File: src/rtl/iotdf_pkg.sv
// iotdf_pkg: shared widths, function codes and serializer states for the IoT data filter output path
package iotdf_pkg;
  localparam int IOT_WORD_W = 128;
  localparam int IOT_BYTE_W = 8;
  localparam int BYTES_PER_WORD = 16;
  typedef enum logic [2:0] {
    FN_NONE = 3'd0,
    FN_MAX  = 3'd1,
    FN_MIN  = 3'd2,
    FN_AVG  = 3'd3,
    FN_EXT  = 3'd4,
    FN_EXC  = 3'd5,
    FN_PMAX = 3'd6,
    FN_PMIN = 3'd7
  } iot_fn_e;
  typedef enum logic {S_IDLE, S_SEND} ser_state_e;
endpackage

File: src/rtl/iotdf_res_fifo.sv
// iotdf_res_fifo: synchronous FIFO with combinational head; push and pop may coincide even when full
module iotdf_res_fifo #(
  parameter int W = 131,
  parameter int DEPTH = 4,
  parameter int CNT_W = $clog2(DEPTH) + 1
) (
  input  logic             clk,
  input  logic             rst,
  input  logic             push_i,
  input  logic             pop_i,
  input  logic [W-1:0]     wdata_i,
  output logic [W-1:0]     rdata_o,
  output logic [CNT_W-1:0] count_o,
  output logic             full_o,
  output logic             empty_o
);
  localparam int PTR_W = $clog2(DEPTH);
  logic [W-1:0] mem_q [DEPTH];
  logic [PTR_W-1:0] wr_q, wr_d, rd_q, rd_d;
  logic [CNT_W-1:0] cnt_q, cnt_d;
  always_comb begin
    wr_d = push_i ? wr_q + 1'b1 : wr_q;
    rd_d = pop_i ? rd_q + 1'b1 : rd_q;
    cnt_d = cnt_q + CNT_W'(push_i && !pop_i) - CNT_W'(pop_i && !push_i);
  end
  // A full push+pop writes the slot being read; the head is read before the edge overwrites it.
  always_ff @(posedge clk) begin
    if (push_i) mem_q[wr_q] <= wdata_i;
  end
  always_ff @(posedge clk or negedge rst) begin
    if (!rst) begin
      wr_q <= '0;
      rd_q <= '0;
      cnt_q <= '0;
    end else begin
      wr_q <= wr_d;
      rd_q <= rd_d;
      cnt_q <= cnt_d;
    end
  end
  assign rdata_o = mem_q[rd_q];
  assign count_o = cnt_q;
  assign full_o = cnt_q == CNT_W'(DEPTH);
  assign empty_o = cnt_q == '0;
endmodule

File: src/rtl/iotdf_result_serializer.sv
// iotdf_result_serializer: queues tagged 128-bit filter results and streams them MSB-byte-first over valid/ready
module iotdf_result_serializer
  import iotdf_pkg::*;
#(
  parameter int DEPTH = 4,
  parameter int CNT_W = $clog2(DEPTH) + 1
) (
  input  logic                  clk,
  input  logic                  rst,
  input  logic                  in_valid,
  input  logic [IOT_WORD_W-1:0] in_data,
  input  logic [2:0]            in_fn,
  output logic                  out_valid,
  input  logic                  out_ready,
  output logic [IOT_BYTE_W-1:0] out_byte,
  output logic                  out_first,
  output logic                  out_last,
  output logic [2:0]            out_fn,
  output logic [CNT_W-1:0]      fifo_count,
  output logic                  full,
  output logic                  overflow,
  input  logic                  clr_ovf
);
  localparam int IDX_W = $clog2(BYTES_PER_WORD);
  localparam int ENT_W = IOT_WORD_W + 3;
  ser_state_e state_q, state_d;
  logic [IOT_WORD_W-1:0] shift_q, shift_d;
  logic [2:0] tag_q, tag_d;
  logic [IDX_W-1:0] idx_q, idx_d;
  logic ovf_q, ovf_d;
  logic empty, xfer, at_last, pop, push;
  logic [ENT_W-1:0] head;
  assign xfer = state_q == S_SEND && out_ready;
  assign at_last = idx_q == IDX_W'(BYTES_PER_WORD - 1);
  // Reloading on the last byte's transfer keeps back-to-back words bubble-free.
  assign pop = !empty && (state_q == S_IDLE || (xfer && at_last));
  assign push = in_valid && (!full || pop);
  iotdf_res_fifo #(.W(ENT_W), .DEPTH(DEPTH), .CNT_W(CNT_W)) u_fifo (
    .clk(clk),
    .rst(rst),
    .push_i(push),
    .pop_i(pop),
    .wdata_i({in_fn, in_data}),
    .rdata_o(head),
    .count_o(fifo_count),
    .full_o(full),
    .empty_o(empty)
  );
  always_comb begin
    state_d = state_q;
    shift_d = shift_q;
    tag_d = tag_q;
    idx_d = idx_q;
    if (pop) begin
      state_d = S_SEND;
      {tag_d, shift_d} = head;
      idx_d = '0;
    end else if (xfer && at_last) begin
      state_d = S_IDLE;
    end else if (xfer) begin
      shift_d = shift_q << IOT_BYTE_W;
      idx_d = idx_q + 1'b1;
    end
    ovf_d = (in_valid && !push) || (ovf_q && !clr_ovf);
  end
  always_ff @(posedge clk or negedge rst) begin
    if (!rst) begin
      state_q <= S_IDLE;
      shift_q <= '0;
      tag_q <= '0;
      idx_q <= '0;
      ovf_q <= 1'b0;
    end else begin
      state_q <= state_d;
      shift_q <= shift_d;
      tag_q <= tag_d;
      idx_q <= idx_d;
      ovf_q <= ovf_d;
    end
  end
  assign out_valid = state_q == S_SEND;
  assign out_byte = shift_q[IOT_WORD_W-1 -: IOT_BYTE_W];
  assign out_first = out_valid && idx_q == '0;
  assign out_last = out_valid && at_last;
  assign out_fn = tag_q;
  assign overflow = ovf_q;
endmodule

File: config.mk
export PLATFORM = sky130hd
export DESIGN_NAME = iotdf_result_serializer
export DESIGN_NICKNAME = d
export VERILOG_FILES = /design/src/rtl/iotdf_pkg.sv /design/src/rtl/iotdf_res_fifo.sv /design/src/rtl/iotdf_result_serializer.sv
export SDC_FILE = /design/constraint.sdc
export NUM_CORES = 1
export LEC_CHECK = 0
export CAP_MARGIN = 20
export CORE_MARGIN = 2
export CORE_UTILIZATION = 55
export CTS_BUF_LIST = sky130_fd_sc_hd__clkbuf_8
export CTS_CLUSTER_DIAMETER = 200
export DETAILED_ROUTE_END_ITERATION = 6
export PLACE_DENSITY = 0.77
export SLEW_MARGIN = 20
export SYNTH_ARGS = -nofsm -noshare
export SYNTH_HDL_FRONTEND = slang
export SYNTH_HIERARCHICAL = 1
export SYNTH_SLANG_ARGS = --single-unit
File: constraint.sdc
create_clock -name clk -period 5.4 [get_ports clk]
set_input_delay 1.08 -clock clk [delete_from_list [all_inputs] [get_ports clk]]
set_output_delay 1.08 -clock clk [all_outputs]
set_load 0.01 [all_outputs]
==> results of run 1 <==
-- layout make-up --
class | count | area (um2)
Sequential cell | 668 | 19300
Fill cell | 3037 | 16400
Multi-Input combinational cell | 444 | 5660
Timing Repair Buffer | 176 | 1810
Clock buffer | 127 | 1750
Tap cell | 607 | 759
Clock inverter | 69 | 414
Inverter | 20 | 75.1
-- flip-flops by register name (all words and copies together), names as in the netlist, 2 cells and up --
register	flops
u_fifo/rd_q	2
out_fn	3
u_fifo/mem_q	524
shift_q	128
u_fifo/wr_q	2
u_fifo/count_o	3
idx_q	4
-- through the flow --
| step | instance area, um2 | power, mW |
|---|---|---|
| 3_3_place_gp | 27600 | 10.7 |
| 5_1_grt | 29800 | 15.6 |
| 2_1_floorplan | 25600 | 9.73 |
| 6_report | 29800 | 14.9 |
| 4_1_cts | 29800 | 15.1 |
| 3_5_place_dp | 27600 | 10.8 |
-- routing by layer --
layer	track usage, %	vias to the layer above	wire (um)
met1	30.5	6683	20900
met2	36.2	465	26400
met4	7.70	6	1180
met3	4.87	86	3410
met5	0	-	35
li1	-	5508	-
-- final timing paths --
check,end,startpoint,slack [ps]
setup / recovery,u_fifo/mem_q[2][14]$_DFFE_PP_,out_ready,1650
hold / removal,shift_q[83]$_DFFE_PN0P_,rst,350
setup reg to reg,u_fifo/count_o[2]$_DFF_PN0_,u_fifo/count_o[0]$_DFF_PN0_,1900
hold reg to reg,out_fn[0]$_DFFE_PN0P_,out_fn[0]$_DFFE_PN0P_,510
max in group asynchronous,shift_q[123]$_DFFE_PN0P_,rst,3900
min in group clk,out_fn[0]$_DFFE_PN0P_,out_fn[0]$_DFFE_PN0P_,510
-- kinds of logic (layout without fill, tap and decap cells) --
group	count (synthesis)	after routing	share of synthesized area (%)
flops	668	668	75.5
compound gates	144	144	5.84
simple gates	144	144	3.47
mux	142	142	12.0
buf+inv	114	392	2.54
fa+ha+maj	9	9	0.469
xor+xnor	5	5	0.171
-- worst register-to-register path, delay by kind of cell (launching register included) --
kind	cells	cell delay [ps]
DFF	1	390
adders and majority gates	3	940
buffers and inverters	3	620
AOI/OAI and AO/OA	1	150
and+or+nand+nor	2	1010
xor gates and xnor gates	2	320
-- synth_stat cells, types with 5 or more instances --
cell type / count
dfrtp_1: 144
clkbuf_1: 32
and2_1: 5
edfxtp_1: 524
inv_1: 19
buf_4: 10
mux4_2: 131
o221a_2: 120
buf_6: 19
mux2i_1: 8
buf_2: 33
ha_1: 8
o21ai_0: 12
or3_1: 121
-- power breakdown --
| group | switching [mW] | leakage [nW] | total (mW) | internal, mW |
|---|---|---|---|---|
| Combinational | 1.60 | 2.40 | 3.29 | 1.69 |
| Clock | 1.87 | 1.25 | 4.23 | 2.36 |
| Sequential | 0.571 | 6.34 | 7.41 | 6.84 |
==> impl_metrics.ini, run 1 <==
[place]
post-dp-hpwl_mm = 29.9
gp_congestion = 0.738
dp_slack_ps = 1100
dp.cells = 1915
io_buffers = 154

[detailed_routing]
ant_nets = 0
drt-vias-per-instance = 6.04
drt-total-wl_mm = 52.0
dr.first_iter.drc_count = 1194
route.detailed.drc = 0
vias = 12748
routedWlPerCell_um = 24.6
dr.pass1.iters = 6

[yosys]
yosys-top-cells-area = edfxtp_1 (61%), dfrtp_1 (14%), mux4_2 (12%)
synth_edf_count = 524
synth_nets = 1371
synth_top_area_share_pct = 61.5
async_flop_share_pct = 21.6
synth_top_cell_by_area = edfxtp_1
synthesis.area_um2 = 25600
ys_seq_elements = 668
yosys_warnings = 6
syn_avg_cell_area_um2 = 20.9
syn-instance-count = 1226
synth_seq_area_share_pct = 75.5
synth_cell_types = 35
synthFlopType = edfxtp_1

[setup_path]
cp_max_fo = 58
crit_path_end_kind = flip-flop
cp_data_required_time_ps = 5710
crit_chain = clkdlybuf4s50_1 > and4_1 > o21ai_4 > a21boi_0 > and2_4 > buf_12
cp.depth = 6
r2r.worst_path.cells = 11
crit_path_top_delay_cell = a21boi_0
crit_path_start_kind = primary input
crit_buf_inv = 2
cp_slowest_stage_delay_ps = 740
crit_family = buffers and inverters
cp.arrival_ps = 4060
worstSetupPathType = in -> reg

[sta]
drv_slew = 0
rsz0062_at_grt = false
period_share_pct = 69.4
relSlewSlack_pct = 24.5
hold-worst-slack_ps = 354
max_freq_mhz = 267
worst_pin_slew_ps = 1130
worst_slack_ps = 1650
skew_ps = 33.5
setup_tns_ps = 0
period_needed_ps = 3750
setup_viol = 0
finalHoldViolations = 0

[floorplan]
dieArea_um2 = 48300
initial_utilization_pct = 55.3
die_h_um = 220
rows = 79
core-area_um2 = 46300
io_pins = 155
die_w_um = 220

[cts]
tritoncts = yes
hold_buffers = 0
clk_latency_ps = 680
numCtsBuffers = 103
cts_sinks = 668
clk_pin_slew_ps = 60
cts_setup_buffers = 0
cts_resized = 0
cts_root_buf = clkbuf_8
clk_path_buf_depth = 3
cts_max_level = 3

[global_route]
grt_max_degree = 133
grt-ovfl-total = 0
antenna_found_initial = 3
grt_pass1_vias = 13499
grt_pass1_wl_mm = 80.2
grtUsageTotal_pct = 22.4

[min_path]
min_path_type = in -> async

[final_layout]
utilization_pct = 64.4
drive_gt1_share_pct = 28.7
final_cell_mix = edfxtp_1 (524), clkdlybuf4s50_1 (153), dfrtp_1 (142)
layout_commonest_cell = edfxtp_1
stdcell_count = 2111
nNetsFinal = 1558
area_delta_synth_final_pct = 16.5
diodes = 0

[run]
cap_violations = 0

[power_and_ir_drop]
p_leak_nw = 10.0
powerDensity_nw_per_um2 = 501
peakVddDrop_v = 0.000244

[run_status]
run_status = complete, no violations
Power figures use the tool's default switching activity.
==> run 2, diff against run 1 <==
CORE_UTILIZATION = 60   (was 55)
PLACE_DENSITY = 0.79   (was 0.77)
clock period = 3.8 ns   (was 5.4 ns; I/O delays follow)
==> impl_metrics.ini, run 2 (synthesis gave the netlist of run 1 again) <==
[detailed_routing]
drt-total-wl_mm = 51.9
drt-vias-per-instance = 6.29
dr.first_iter.drc_count = 1365
ant_nets = 0
routedWlPerCell_um = 25.3
dr.pass1.iters = 6
vias = 12905
route.detailed.drc = 0

[global_route]
grtUsageTotal_pct = 24.4
grt_pass1_vias = 13891
grt_pass1_wl_mm = 80.6
antenna_found_initial = 4
grt_max_degree = 89
grt-ovfl-total = 0

[power_and_ir_drop]
p_leak_nw = 10.1
internal_power_mw = 15.5
powerDensity_nw_per_um2 = 710
pwr-share-comb_pct = 22.4
p_sw_mw = 5.73
p_seq_share_pct = 49.4
peakVddDrop_v = 0.000364
power_switching_share_pct = 27.0
power_frac_clock_pct = 28.2
power.total_mw = 21.2

[sta]
hold-worst-slack_ps = 147
rsz0062_at_grt = false
finalHoldViolations = 0
relSlewSlack_pct = 41.5
max_freq_mhz = 300
worst_pin_slew_ps = 878
drv_slew = 0
setup_viol = 0
skew_ps = 22.4
period_needed_ps = 3340
period_share_pct = 87.8

[setup_path]
cp_data_required_time_ps = 3040
crit_family = buffers and inverters
cp_slowest_stage_delay_ps = 660
cp_max_fo = 6
worstSetupPathType = reg -> out
crit_path_end_kind = output pin
crit_buf_inv = 2
crit_path_top_delay_cell = clkdlybuf4s50_1
crit_path_start_kind = flip-flop
crit_chain = inv_1 > nor4b_1 > clkdlybuf4s50_1
cp.arrival_ps = 2580

[floorplan]
core-area_um2 = 42000
dieArea_um2 = 44300
io_pins = 155
die_h_um = 211
rows = 75
initial_utilization_pct = 60.9
die_w_um = 211

[cts]
cts_resized = 0
clk_pin_slew_ps = 60
clk_path_buf_depth = 3
numCtsBuffers = 104
cts_root_buf = clkbuf_8
clk_latency_ps = 670
cts_max_level = 3
cts_setup_buffers = 0
hold_buffers = 0
tritoncts = yes
cts_sinks = 668

[final_layout]
multi_input_comb_area_um2 = 5650
stdcell_count = 2053
largest_registers = u_fifo/mem_q: 524 flops, shift_q: 128 flops, idx_q: 4 flops
largest_reg_flops = 524
final_cell_mix = edfxtp_1 (524), clkdlybuf4s50_1 (153), dfrtp_1 (142)
layout_commonest_cell = edfxtp_1
utilization_pct = 71.1
drive_gt1_share_pct = 29.7
nNetsFinal = 1568
fillCellCount = 2507
seqCellArea_um2 = 19300
area_delta_synth_final_pct = 16.8
regMostFlops = u_fifo/mem_q

[run_status]
run_status = complete, no violations

[min_path]
min_path_type = in -> async

[place]
dp.cells = 1855
io_buffers = 154
post-dp-hpwl_mm = 29.4
gp_congestion = 0.737

[run]
cap_violations = 0
## run 2: changes by cell type in the layout (fill, tap and decap cells not counted)
cell,delta
inv_6,+1
clkinvlp_4,-1
inv_1,-5
buf_16,+1
buf_12,+8
clkinv_2,+5
clkinv_1,-5
nand2_8,-1
nand2_4,+1
clkinv_4,+1
clkbuf_8,+4
diode_2,+3
bufinv_16,-2
## run 2: worst reg2reg max path, delay by kind of cell, from the launching register on
family | cells | cell delay, ps
adder cells (fa/ha/maj) | 3 | 900
AND/OR/NAND/NOR | 2 | 810
flip-flops | 1 | 400
buffers and inverters | 3 | 320
XOR/XNOR | 2 | 330
AO/OA/AOI/OAI | 1 | 130
## run 2: layout make-up
class | instances | area share (%)
sequential | 668 | 64.7
inverter | 20 | 0.251
clock buffer | 131 | 6.03
timing repair buffer | 185 | 6.67
multi-input combinational | 444 | 18.9
antenna | 3 | 0.0251
tap | 539 | 2.26
clock inverter | 63 | 1.18
## run 2: path summary, 6_finish.rpt
kind	from	to	slack, ps	cells after the start
max	out_valid$_DFFE_PN0P_	out_first	460	3
max reg2reg	u_fifo/count_o[0]$_DFF_PN0_	u_fifo/count_o[2]$_DFF_PN0_	830	11
min in group clk	out_fn[2]$_DFFE_PN0P_	out_fn[2]$_DFFE_PN0P_	510	1
max in group asynchronous	rst	overflow$_DFF_PN0_	2740	2
min	rst	shift_q[90]$_DFFE_PN0P_	150	1
min reg2reg	out_fn[2]$_DFFE_PN0P_	out_fn[2]$_DFFE_PN0P_	510	1
## run 2: stage by stage
stage	TNS, ps	cell area (um2)	setup WS (ps)
after detailed placement	0	27700	298
after floorplan	-162710	25600	-311
after CTS	0	29900	460
after global placement	0	27700	402
final	0	29900	463
after global routing	0	29900	388
## run 2: power groups by stage
stage          registers (mW)  clock network (mW)  logic (mW)
2_1_floorplan            10.3                   0        3.54
3_3_place_gp             10.5                   0        4.70
3_5_place_dp             10.6                   0        4.82
4_1_cts                  10.5                6.12        4.83
5_1_grt                  10.6                6.41        5.13
6_report                 10.5                5.99        4.76
## run 2: layer usage
layer  vias to the layer above  global-route usage [%]  wire [um]
met2                       453                    41.2      26900
met5                         -                       0         22
met3                        86                    5.33       3220
met4                         4                    6.95        954
li1                       5551                       -          -
met1                      6811                    32.5      20800
